$ cat config.mk
export PLATFORM = sky130hd
export DESIGN_NAME = alu_req_unit
export DESIGN_NICKNAME = d
export VERILOG_FILES = /design/src/rtl/alu_req_unit.sv
export SDC_FILE = /design/constraint.sdc
export NUM_CORES = 1
export LEC_CHECK = 0
export BUFFER_PORTS_ARGS = -buffer_cell sky130_fd_sc_hd__buf_2
export CORE_ASPECT_RATIO = 0.8
export CORE_MARGIN = 2
export CORE_UTILIZATION = 59
export DETAILED_ROUTE_END_ITERATION = 10
export PLACE_DENSITY_LB_ADDON = 0.12
export SKIP_LAST_GASP = 1
export SLEW_MARGIN = 15
export SYNTH_ARGS = -nofsm -noshare
export SYNTH_HDL_FRONTEND = slang
export SYNTH_SLANG_ARGS = --single-unit
$ cat constraint.sdc
create_clock -name clk -period 4.2 [get_ports clk]
set_input_delay 0.84 -clock clk [delete_from_list [all_inputs] [get_ports clk]]
set_output_delay 0.84 -clock clk [all_outputs]
set_load 0.005 [all_outputs]
$ cat src/rtl/alu_req_unit.sv
`default_nettype none
// ============================================================================
// Module   : alu_req_unit
// Purpose  : Request/response execution unit for the 4-op baby ALU
//            (AND, ADD, SUB, SRAI). It accepts one operation per
//            valid/ready handshake and returns a registered result on a
//            valid/ready response channel. AND/ADD/SUB and SRAI by zero
//            complete in one cycle. SRAI by k>0 shifts one bit per cycle
//            and takes k cycles.
// Ports    : clk        - system clock, rising edge
//            rst_n      - asynchronous active-low reset
//            req_valid  - request present
//            req_ready  - unit can accept a request this cycle
//            req_in0    - operand A
//            req_in1    - operand B (SRAI uses bits [SHW-1:0] as amount)
//            req_op     - 00 AND, 01 ADD, 10 SUB, 11 SRAI
//            rsp_valid  - result present
//            rsp_ready  - consumer takes the result this cycle
//            rsp_data   - result
//            rsp_op     - opcode that produced rsp_data
//            rsp_zero   - result == 0          (only with ALU_FLAGS_EN)
//            rsp_carry  - carry / no-borrow /
//                         last bit shifted out (only with ALU_FLAGS_EN)
// Options  : define ALU_FLAGS_EN to add the rsp_zero/rsp_carry flag outputs.
// Revision : 1.0 - initial release
// ============================================================================
module alu_req_unit #(
    parameter int WIDTH = 8,
    parameter int SHW   = $clog2(WIDTH)
) (
    input  logic             clk,
    input  logic             rst_n,
    input  logic             req_valid,
    output logic             req_ready,
    input  logic [WIDTH-1:0] req_in0,
    input  logic [WIDTH-1:0] req_in1,
    input  logic [1:0]       req_op,
    output logic             rsp_valid,
    input  logic             rsp_ready,
    output logic [WIDTH-1:0] rsp_data,
`ifdef ALU_FLAGS_EN
    output logic             rsp_zero,
    output logic             rsp_carry,
`endif
    output logic [1:0]       rsp_op
);

    localparam logic [1:0] c_OP_AND  = 2'b00;
    localparam logic [1:0] c_OP_ADD  = 2'b01;
    localparam logic [1:0] c_OP_SUB  = 2'b10;
    localparam logic [1:0] c_OP_SRAI = 2'b11;

    typedef enum logic [0:0] {
        S_IDLE  = 1'b0,
        S_SHIFT = 1'b1
    } state_t;

    state_t             state_q, state_d;
    logic [WIDTH-1:0]   work_q, work_d;
    logic [SHW-1:0]     cnt_q, cnt_d;
    logic               rsp_valid_q, rsp_valid_d;
    logic [WIDTH-1:0]   rsp_data_q, rsp_data_d;
    logic [1:0]         rsp_op_q, rsp_op_d;

    logic               w_out_free;
    logic               w_req_ready;
    logic               w_accept;
    logic [SHW-1:0]     w_amt;
    logic               w_multi;
    logic [WIDTH-1:0]   w_res;
    logic [WIDTH-1:0]   w_work_shr;

`ifdef ALU_FLAGS_EN
    logic               rsp_zero_q, rsp_zero_d;
    logic               rsp_carry_q, rsp_carry_d;
    logic [WIDTH:0]     w_sum_ext;
    logic               w_carry;
`endif

    // ------------------------------------------------------------------
    // Handshake
    // ------------------------------------------------------------------
    assign w_out_free  = !rsp_valid_q || rsp_ready;
    // Gated with rst_n so the unit never advertises readiness in reset.
    assign w_req_ready = rst_n && (state_q == S_IDLE) && w_out_free;
    assign w_accept    = req_valid && w_req_ready;

    // ------------------------------------------------------------------
    // Datapath
    // ------------------------------------------------------------------
    assign w_amt      = req_in1[SHW-1:0];
    assign w_multi    = (req_op == c_OP_SRAI) && (w_amt != '0);
    assign w_work_shr = {work_q[WIDTH-1], work_q[WIDTH-1:1]};

    // Single-cycle result. SRAI only reaches this path with amount 0,
    // where the result is operand A unchanged.
    always_comb begin
        w_res = req_in0;
        case (req_op)
            c_OP_AND: w_res = req_in0 & req_in1;
            c_OP_ADD: w_res = req_in0 + req_in1;
            c_OP_SUB: w_res = req_in0 - req_in1;
            default:  w_res = req_in0;
        endcase
    end

`ifdef ALU_FLAGS_EN
    assign w_sum_ext = {1'b0, req_in0} + {1'b0, req_in1};

    always_comb begin
        w_carry = 1'b0;
        case (req_op)
            c_OP_ADD: w_carry = w_sum_ext[WIDTH];
            c_OP_SUB: w_carry = (req_in0 >= req_in1);
            default:  w_carry = 1'b0;
        endcase
    end
`endif

    // ------------------------------------------------------------------
    // Next-state / output logic
    // ------------------------------------------------------------------
    always_comb begin
        state_d     = state_q;
        work_d      = work_q;
        cnt_d       = cnt_q;
        rsp_valid_d = rsp_valid_q;
        rsp_data_d  = rsp_data_q;
        rsp_op_d    = rsp_op_q;
`ifdef ALU_FLAGS_EN
        rsp_zero_d  = rsp_zero_q;
        rsp_carry_d = rsp_carry_q;
`endif
        case (state_q)
            S_IDLE: begin
                if (rsp_ready) begin
                    rsp_valid_d = 1'b0;
                end
                if (w_accept) begin
                    if (w_multi) begin
                        work_d  = req_in0;
                        cnt_d   = w_amt;
                        state_d = S_SHIFT;
                    end else begin
                        rsp_valid_d = 1'b1;
                        rsp_data_d  = w_res;
                        rsp_op_d    = req_op;
`ifdef ALU_FLAGS_EN
                        rsp_zero_d  = (w_res == '0);
                        rsp_carry_d = w_carry;
`endif
                    end
                end
            end
            S_SHIFT: begin
                // Output register is empty here: SHIFT is only entered
                // when the output was free, so no stall is needed.
                work_d = w_work_shr;
                cnt_d  = cnt_q - SHW'(1);
                if (cnt_q == SHW'(1)) begin
                    rsp_valid_d = 1'b1;
                    rsp_data_d  = w_work_shr;
                    rsp_op_d    = c_OP_SRAI;
                    state_d     = S_IDLE;
`ifdef ALU_FLAGS_EN
                    rsp_zero_d  = (w_work_shr == '0);
                    rsp_carry_d = work_q[0];
`endif
                end
            end
            default: state_d = S_IDLE;
        endcase
    end

    // ------------------------------------------------------------------
    // State registers
    // ------------------------------------------------------------------
    always_ff @(posedge clk or negedge rst_n) begin
        if (!rst_n) begin
            state_q     <= S_IDLE;
            work_q      <= '0;
            cnt_q       <= '0;
            rsp_valid_q <= 1'b0;
            rsp_data_q  <= '0;
            rsp_op_q    <= 2'b00;
`ifdef ALU_FLAGS_EN
            rsp_zero_q  <= 1'b0;
            rsp_carry_q <= 1'b0;
`endif
        end else begin
            state_q     <= state_d;
            work_q      <= work_d;
            cnt_q       <= cnt_d;
            rsp_valid_q <= rsp_valid_d;
            rsp_data_q  <= rsp_data_d;
            rsp_op_q    <= rsp_op_d;
`ifdef ALU_FLAGS_EN
            rsp_zero_q  <= rsp_zero_d;
            rsp_carry_q <= rsp_carry_d;
`endif
        end
    end

    assign req_ready = w_req_ready;
    assign rsp_valid = rsp_valid_q;
    assign rsp_data  = rsp_data_q;
    assign rsp_op    = rsp_op_q;
`ifdef ALU_FLAGS_EN
    assign rsp_zero  = rsp_zero_q;
    assign rsp_carry = rsp_carry_q;
`endif

endmodule

`default_nettype wire

* Word-level counts from Yosys, hierarchy flattened
Cells that the tools add are included.
** Storage, ports and cells
- Flip-flop bits (word level) :: 23
- Latch bits :: 0
- Memory bits (writable) :: 0
- Memory bits (read-only) :: 0
- Logic and storage cells :: 55
- Memories :: 0
** Cells by class
- Add/sub/neg operators :: 3
- Multipliers :: 0
- Divide/modulo/power cells :: 0
- Order comparisons :: 0
- Equality and inequality tests :: 8
- Shift operators :: 0
- Mux-type cells :: 24
- Bitwise gates (word level) :: 2
- Reductions and logical operators :: 11
** Operator list (number)
- $mux 8 :: 5
- $pmux 8 s2 :: 2
- $pmux 8 s3 :: 1
- $add 8x8->8 :: 1
- $and 8x8->8 :: 1
- $sub 8x8->8 :: 1
- $mux 1 :: 7
- $mux 2 :: 3
- $mux 3 :: 2
- $ne 2x2->1 const B :: 3
- $pmux 3 s2 :: 1
- $reduce_and 3->1 :: 2
- $eq 2x2->1 const B :: 2
- $logic_and 1x1->1 :: 4
- $pmux 1 s2 :: 2
- $pmux 2 s2 :: 1
- $eq 3x1->1 const B :: 1
- $reduce_bool 3->1 :: 1
- $sub 3x1->3 const B :: 1
- $eq 2x1->1 const B :: 1
- $logic_not 2->1 :: 1
- $ne 2x1->1 const B :: 1
- $reduce_and 2->1 :: 1
- $logic_not 1->1 :: 1
- 2 further kinds :: 2

* Longest topological paths before layout
Gate-level depths: netlist of run 1.
- Depth in word-level cells :: 6
- Mapped depth :: 12
- Mapped depth without buffers :: 12

* Least setup slack after synthesis of run 1
OpenSTA, ideal clock, no wires.
- Kind :: input -> register
- From :: input req_op[0]
- To :: register rsp_data_q[6], in the netlist rsp_data[6]
- Arrival time :: 2.967 ns
- Data required time :: 4.073 ns
- Path slack :: 1.106 ns
- Stages on the path :: 11
- Buffers on the path :: 1
- Cells stage by stage :: inv_1 ha_1 clkbuf_1 mux2_1 fa_1 nor2b_1 o21a_1 o21a_1 o211ai_1 a2111oi_2 o21ai_1
** Between the ends
- Cells in the longest elaborated chain, start to end :: 5
- Elaborated cells on any way between the ends :: 11
** Ends and longest elaborated chain
- start, declared :: RTL line 37 : input logic [1:0] req_op,
- $eq 2x2->1 (tied with other cells) :: RTL line 99 : case (req_op)
- $pmux 8 s3 :: RTL line 99
- $mux 8 :: RTL line 140 : if (w_multi) begin
- $mux 8 :: RTL line 139 : if (w_accept) begin
- $pmux 8 s2 :: RTL line 134 : case (state_q)
- end signal, assigned :: RTL line 195 : rsp_data_q <= rsp_data_d;
- end, declared :: RTL line 62 : logic [WIDTH-1:0] rsp_data_q, rsp_data_d;
Parallel ways exist; a longest one is shown, timed or not. The select of a mux whose other input is x is not followed.
A chain may end at the register's enable or synchronous reset.

* Final worst setup path of run 1
Ends and elaborated chain as after synthesis.

==> summary.md, run 1 <==
| Metric | Value |
|---|---|
| Post-route ant nets | `0` |
| IO Port Bufs | `33` |
| First-pass GRT wire length | `just over 7 mm` |
| Data arrival, critical path | `about 3.2 ns` |
| H-tree Lvls | `1` |
| Synth Net Count | `248` |
| Commonest non-fill, non-tap cell in the layout | `buf_2` |
| Initial antenna violation count | `0` |
| Largest net degree at the start of global routing | `26` |
| Die area | `3420 um^2` |
| Clk_lat worst skew | `0.26 ns` |
| DRC Markers | `0` |
| Chip height | `52.7 um` |
| Die X | `about 65 um` |
| Synth cell types | `42` |
| PostCTS Resize Cnt | `0` |
| Detailed-route wire length | `4.36 mm` |
| Clk pwr share | `between 10% and 20%` |
| Crit start category | `input pin` |
| Max_cap viols | `0` |
| Final hold viol count | `0` |
| Setup Fix Bufs, Post-CTS | `0` |
| Final Critical Period | `~3.1 ns` |
| Worst-path clk slew | `0.08 ns` |
| Combinational Power Share | `41.1%` |
| Min-delay worst type | `reg -> reg` |
| Overflow after GRT | `0` |
| Synth Flop Type | `dfrtp_1` |
| Sequential share of the synthesized area | `31.5%` |
| Final Setup Violations | `0` |
| FMAX | `325 MHz` |
| Hold Buf Count CTS | `0` |
| # diodes | `0` |
| Crit share post-route | `between 70% and 80%` |
| Layout cell share with drive strength beyond 1 | `18.5%` |
| First-pass iteration count of the detailed router | `4` |
| Status | `complete, no violations` |
| CTS root buffer | `clkbuf_8` |
| Clock Sinks | `22` |
| Worst path most repeated cell | `o21a_1` |
| Post-synth EDFFs | `0` |
| Async set or reset register ratio after synthesis | `100%` |
| Worst Path Required | `around 4.4 ns` |
| Reported net switching power | `0.317 mW` |
| CTS tree | `built` |
| Commonest non-fill, non-tap cells in the layout | `buf_2, nor2_1, nand2_1` |
| Slowest stage cell, crit path | `fa_1` |
| Bufs on Longest Clock Path | `2` |
| Core outline area | `approximately 2800 um^2` |
| DR WL/cell | `15.8 um` |
| Mapped cell area | `1750 um^2` |
| Row Count | `17` |
| Initial Util | `62.8%` |
| Total CTS buffers | `3` |
| Final hold slack | `0.478 ns` |
| Max stage delay on crit path | `0.44 ns` |
| Worst Tran Pin Value | `0.688 ns` |
| Pwr dens | `426 nW/um^2` |
| Cells after Synth | `210` |
| Crit Path Class | `in -> reg` |
| Crit end category | `register` |
| GP Congestion | `0.939` |
| Slew headroom | `54.1%` |
| Worst Path Max Fanout | `7` |
| Final net count | `around 280` |
| Synth-to-Final Area Change | `12.6%` |
| Vias/cell | `6.03` |
| Post-synth top area cell | `dfrtp_1` |
| Post-Route Setup TNS | `0 ns` |
| IO Count | `34` |
| Synth top area share | `31.5%` |
| Vias in the first global route | `~1500` |
| Pleak | `0.970 nW` |
| Number of synthesized register bits | `22` |
| GRT Overall Usage | `28.3%` |
| Synth area leaders | `dfrtp_1, ha_1, nand2_1, nor2_1, a21oi_1` |
| Via Count | `1665` |
| DRT iter0 DRCs | `about 170` |
| Dpl hpwl | `3.38 mm` |
| Crit-path cells | `buf_2 > inv_1 > ha_1 > mux2_1 > fa_1 > nor2b_1 > o21a_1 > o21a_1 > o211ai_1 > a2111oi_2 > o21ai_1` |
| RSZ-0062 raised after global routing | `no` |
| Internal Pwr Total | `~0.52 mW` |
| Syn Area/Cell | `8.33 um^2` |
| Maximum VDD drop | `about 0.00017 V` |
| Setup Skew | `0.00144 ns` |
| Switching Fraction | `37.8%` |
| Syn. warnings | `0` |
| Sequential share of power | `42.9%` |
| Final Max Slew Viols | `0` |
cell type report:
class / instances / area, um^2
fillers: 225 / 817
multi-input cells: 165 / 1110
inverters: 15 / 56.3
well taps: 38 / 47.5
clock buffers: 3 / 41.3
repair buffers: 33 / 165
flip-flops and latches: 22 / 551
flip-flops by register name (all words and copies together), names as in the netlist:
name and cells:
rsp_data 8, work_q 7, cnt_q 3, rsp_op 2, rsp_valid 1, state_q 1
synthesized netlist by cell type, drive strengths merged, types with 2 or more instances:
| cell | number |
|---|---|
| o21a | 4 |
| o31ai | 5 |
| mux2 | 2 |
| and3 | 2 |
| a31oi | 7 |
| buf | 4 |
| a211oi | 4 |
| nor3b | 2 |
| a21oi | 14 |
| mux2i | 2 |
| nor2 | 26 |
| nor3 | 2 |
| nand2b | 5 |
| nor2b | 4 |
| inv | 15 |
| o211ai | 3 |
| or3 | 2 |
| nand2 | 26 |
| o21ai | 11 |
| dfrtp | 22 |
| a21o | 5 |
| xor2 | 2 |
| a221oi | 5 |
| ha | 15 |
| clkbuf | 4 |
| xnor2 | 7 |
layer usage:
layer  vias to the layer above  part of all wire, %  global-route usage [%]
li1                        807                    -                       -
met1                       779                   45                    38.4
met2                        72                   46                    47.6
met3                         7                  8.2                    2.58
met4                         0                  1.4                    9.57
met5                         -                    0                       0
critical path, delay by kind of cell:
family / cells / cell delay (ns)
buf+inv: 2 / 0.18
compound gates: 5 / 0.94
mux: 1 / 0.40
simple gates: 1 / 0.13
fa+ha+maj: 2 / 0.75
through the flow:
step	power [mW]	setup slack, ns	cells	instance area [um^2]	utilization [%]
2_1_floorplan	0.582	1.11	210	1750	-
3_3_place_gp	0.680	0.944	273	1930	69.2
3_5_place_dp	0.704	0.873	273	1930	69.2
4_1_cts	0.836	1.14	276	1970	70.7
5_1_grt	0.901	0.960	276	1970	70.7
6_report	0.838	1.12	276	1970	70.7
cells by family after synthesis:
logic type	share of synthesized area, %
AOI/OAI and AO/OA	26.1
adders and majority gates	11.9
muxes	2.43
buffers and inverters	5.15
and+or+nand+nor	18.5
DFF	31.5
xor gates and xnor gates	4.51
power by group through the flow:
stage,registers [mW],clock network [mW],logic [mW]
6_report,0.360,0.134,0.344
5_1_grt,0.370,0.141,0.390
4_1_cts,0.359,0.133,0.344
3_5_place_dp,0.362,0,0.342
3_3_place_gp,0.355,0,0.326
2_1_floorplan,0.351,0,0.231
path summary, 6_finish.rpt:
| kind | start | to | slack, ns | depth (start not counted) |
|---|---|---|---|---|
| max in group asynchronous | rst_n | cnt_q[0] | 3.29 | 1 |
| max | req_op[0] | rsp_data[6] | 1.12 | 11 |
| min in group asynchronous | rst_n | rsp_data[5] | 0.55 | 1 |
| min reg2reg | rsp_data[4] | rsp_data[4] | 0.48 | 2 |
| max reg2reg | state_q | rsp_data[3] | 2.35 | 3 |
| min | rsp_data[4] | rsp_data[4] | 0.48 | 2 |
Note: power is estimated with default switching activity, not from simulation.
==> inputs of run 2 (changes only) <==
--- a/config.mk
+++ b/config.mk
@@ -8,7 +8,7 @@
 export BUFFER_PORTS_ARGS = -buffer_cell sky130_fd_sc_hd__buf_2
 export CORE_ASPECT_RATIO = 0.8
 export CORE_MARGIN = 2
-export CORE_UTILIZATION = 59
+export CORE_UTILIZATION = 50
 export DETAILED_ROUTE_END_ITERATION = 10
 export PLACE_DENSITY_LB_ADDON = 0.12
 export SKIP_LAST_GASP = 1
==> constraint.sdc (replaced) <==
create_clock -name clk -period 2.75 [get_ports clk]
set_input_delay 0.55 -clock clk [delete_from_list [all_inputs] [get_ports clk]]
set_output_delay 0.55 -clock clk [all_outputs]
set_load 0.005 [all_outputs]
==> run 2 against run 1 <==
Compared with the run above:
- sequential share of layout area fell by 2.6 points
- clock power rose by 130%
- largest cell class unchanged
- worst hold slack got worse by 0.34 ns
- largest power group is now combinational logic
- power rose by 67%
- cell count rose by 9.4%
- clock skew rose by 0.0066 ns
- global-route usage fell by 4.7 points
- highest routed layer unchanged
==> summary.md, run 2 (synthesis gave the netlist of run 1 again) <==
| Metric | Value |
|---|---|
| Die X | `70.1 um (was 64.9 um)` |
| Worst path most repeated cell | `inv_1 (was o21a_1)` |
| Commonest non-fill, non-tap cells in the layout | `buf_2, nor2_1, nand2_1 (unchanged)` |
| GP Congestion | `0.861 (was 0.939)` |
| Largest net degree at the start of global routing | `21 (was 26)` |
| Overflow after GRT | `0 (unchanged)` |
| Crit Path Class | `in -> reg (unchanged)` |
| Slowest stage cell, crit path | `mux2_1 (was fa_1)` |
| Crit-path cells | `buf_2 > inv_1 > ha_2 > mux2_1 > inv_1 > ha_1 > nand2b_1 > a21oi_1 > o21a_1 > or3_1 > a311oi_1 > o31ai_1 (was buf_2 > inv_1 > ha_1 > mux2_1 > fa_1 > nor2b_1 > o21a_1 > o21a_1 > o211ai_1 > a2111oi_2 > o21ai_1)` |
| RSZ-0062 raised after global routing | `no (unchanged)` |
| Initial antenna violation count | `0 (unchanged)` |
| Worst Path Max Fanout | `3 (was 7)` |
| Final net count | `299 (was 278)` |
| Row Count | `19 (was 17)` |
| Clk_lat worst skew | `0.27 ns (was 0.26 ns)` |
| Via Count | `1657 (was 1665)` |
| Pleak | `1.09 nW (was 0.970 nW)` |
| Max stage delay on crit path | `0.37 ns (was 0.44 ns)` |
| Commonest non-fill, non-tap cell in the layout | `buf_2 (unchanged)` |
| H-tree Lvls | `1 (unchanged)` |
| Dpl hpwl | `3.40 mm (was 3.38 mm)` |
| Worst path buffer plus inverter count | `3 (was 2)` |
| First-pass GRT wire length | `7.38 mm (was 7.16 mm)` |
| Post-Route Setup TNS | `0 ns (unchanged)` |
| Status | `complete, no violations (unchanged)` |
| GRT Overall Usage | `23.5% (was 28.3%)` |
| First-pass iteration count of the detailed router | `4 (unchanged)` |
| Final hold viol count | `0 (unchanged)` |
| Final Setup Violations | `0 (unchanged)` |
| CTS tree | `built (unchanged)` |
| Post-route ant nets | `0 (unchanged)` |
| DRC Markers | `0 (unchanged)` |
| Synth-to-Final Area Change | `24.0% (was 12.6%)` |
| DR WL/cell | `14.6 um (was 15.8 um)` |
| IO Port Bufs | `33 (unchanged)` |
| Reg2reg path depth | `4 (was 3)` |
| Bufs on Longest Clock Path | `2 (unchanged)` |
| Clock Sinks | `22 (unchanged)` |
| Initial Util | `51.5% (was 62.8%)` |
| Crit start category | `input pin (unchanged)` |
| Total CTS buffers | `3 (unchanged)` |
| IO Count | `34 (unchanged)` |
| Cell family with the largest share of critical-path delay | `compound AO/OA/AOI/OAI gates (unchanged)` |
| Die area | `3990 um^2 (was 3420 um^2)` |
| Final Critical Period | `2.61 ns` |
| Crit end category | `register (unchanged)` |
| Vias in the first global route | `1542 (was 1539)` |
| Min-delay worst type | `in -> async (was reg -> reg)` |
| Slew headroom | `49.6% (was 54.1%)` |
| Worst Path Required | `2.88 ns (was 4.35 ns)` |
| Detailed-route wire length | `4.41 mm (was 4.36 mm)` |
| Pwr dens | `645 nW/um^2 (was 426 nW/um^2)` |
| Core outline area | `3400 um^2 (was 2790 um^2)` |
| Max FFs per register | `8 (unchanged)` |
| Maximum VDD drop | `0.000576 V (was 0.000170 V)` |
| CTS root buffer | `clkbuf_8 (unchanged)` |
| DRT iter0 DRCs | `93 (was 167)` |
| Layout cell share with drive strength beyond 1 | `26.2% (was 18.5%)` |
| Fillers | `318 (was 225)` |
| Worst-path clk slew | `0.08 ns (about the same)` |
| FMAX | `approximately 380 MHz` |
| Vias/cell | `5.49 (was 6.03)` |
| Util after Layout | `63.8% (was 70.7%)` |
| Worst Tran Pin Value | `0.756 ns (was 0.688 ns)` |
| Data arrival, critical path | `2.74 ns (was 3.23 ns)` |
| Final Max Slew Viols | `0 (unchanged)` |
| # diodes | `0 (unchanged)` |
| Max_cap viols | `0 (unchanged)` |
| Chip height | `56.9 um (was 52.7 um)` |
| Stages on worst setup path | `12 (was 11)` |
| Crit share post-route | `95.0%` |
| Setup Skew | `0.00802 ns (was 0.00144 ns)` |
run 2: changes by cell type in the layout (fill, tap and decap cells not counted), sizes merged:
cell | previous run | this run
buf | 33 | 54
bufinv | 0 | 1
run 2: cell type report:
type                            count  area (um^2)  area share, %
Multi-Input combinational cell    165         1120           51.4
Sequential cell                    22          551           25.4
Timing Repair Buffer               54          323           14.9
Inverter                           15         56.3           2.60
Tap cell                           42         52.6           2.42
Clock buffer                        3         41.3           1.90
Clock inverter                      1         30.0           1.38
run 2: path summary, 6_finish.rpt:
path | from | end | slack [ns]
min in group clk | rsp_data[3] | rsp_data[3] | 0.48
setup / recovery | req_op[0] | rsp_data[5] | 0.14
max in group asynchronous | rst_n | state_q | 2.14
hold reg to reg | rsp_data[3] | rsp_data[3] | 0.48
setup reg to reg | state_q | rsp_data[4] | 0.82
hold / removal | rst_n | cnt_q[2] | 0.14
run 2: metal layers:
layer,vias up,share of wire (%),global-route usage [%]
li1,847,-,-
met1,753,50,34.3
met2,52,45,37.1
met3,5,5.2,4.49
met4,0,0.52,4.12
met5,-,0,0
run 2: what timing repair did:
action	4_1_cts	5_1_grt
setup buffers	0	0
resized for setup	0	2
hold buffers	0	0
hold endpoints to repair	0	0
setup endpoints to repair	0	2
run 2: metrics by stage:
step           setup slack, ns  power, mW  cells  hold slack [ns]  instance area, um^2
2_1_floorplan           0.0273      0.889    210            0.254                 1750
3_3_place_gp            -0.144       1.09    298            0.422                 2090
3_5_place_dp            -0.159       1.10    298            0.423                 2090
4_1_cts                  0.122       1.41    302            0.140                 2160
5_1_grt                 0.0139       1.51    302            0.145                 2170
6_report                 0.138       1.40    302            0.138                 2170
run 2: power by group:
part | leakage [nW] | switching, mW | internal (mW)
Sequential | 0.270 | 0.0891 | 0.456
Clock | 0.0357 | 0.108 | 0.195
Combinational | 0.781 | 0.280 | 0.272
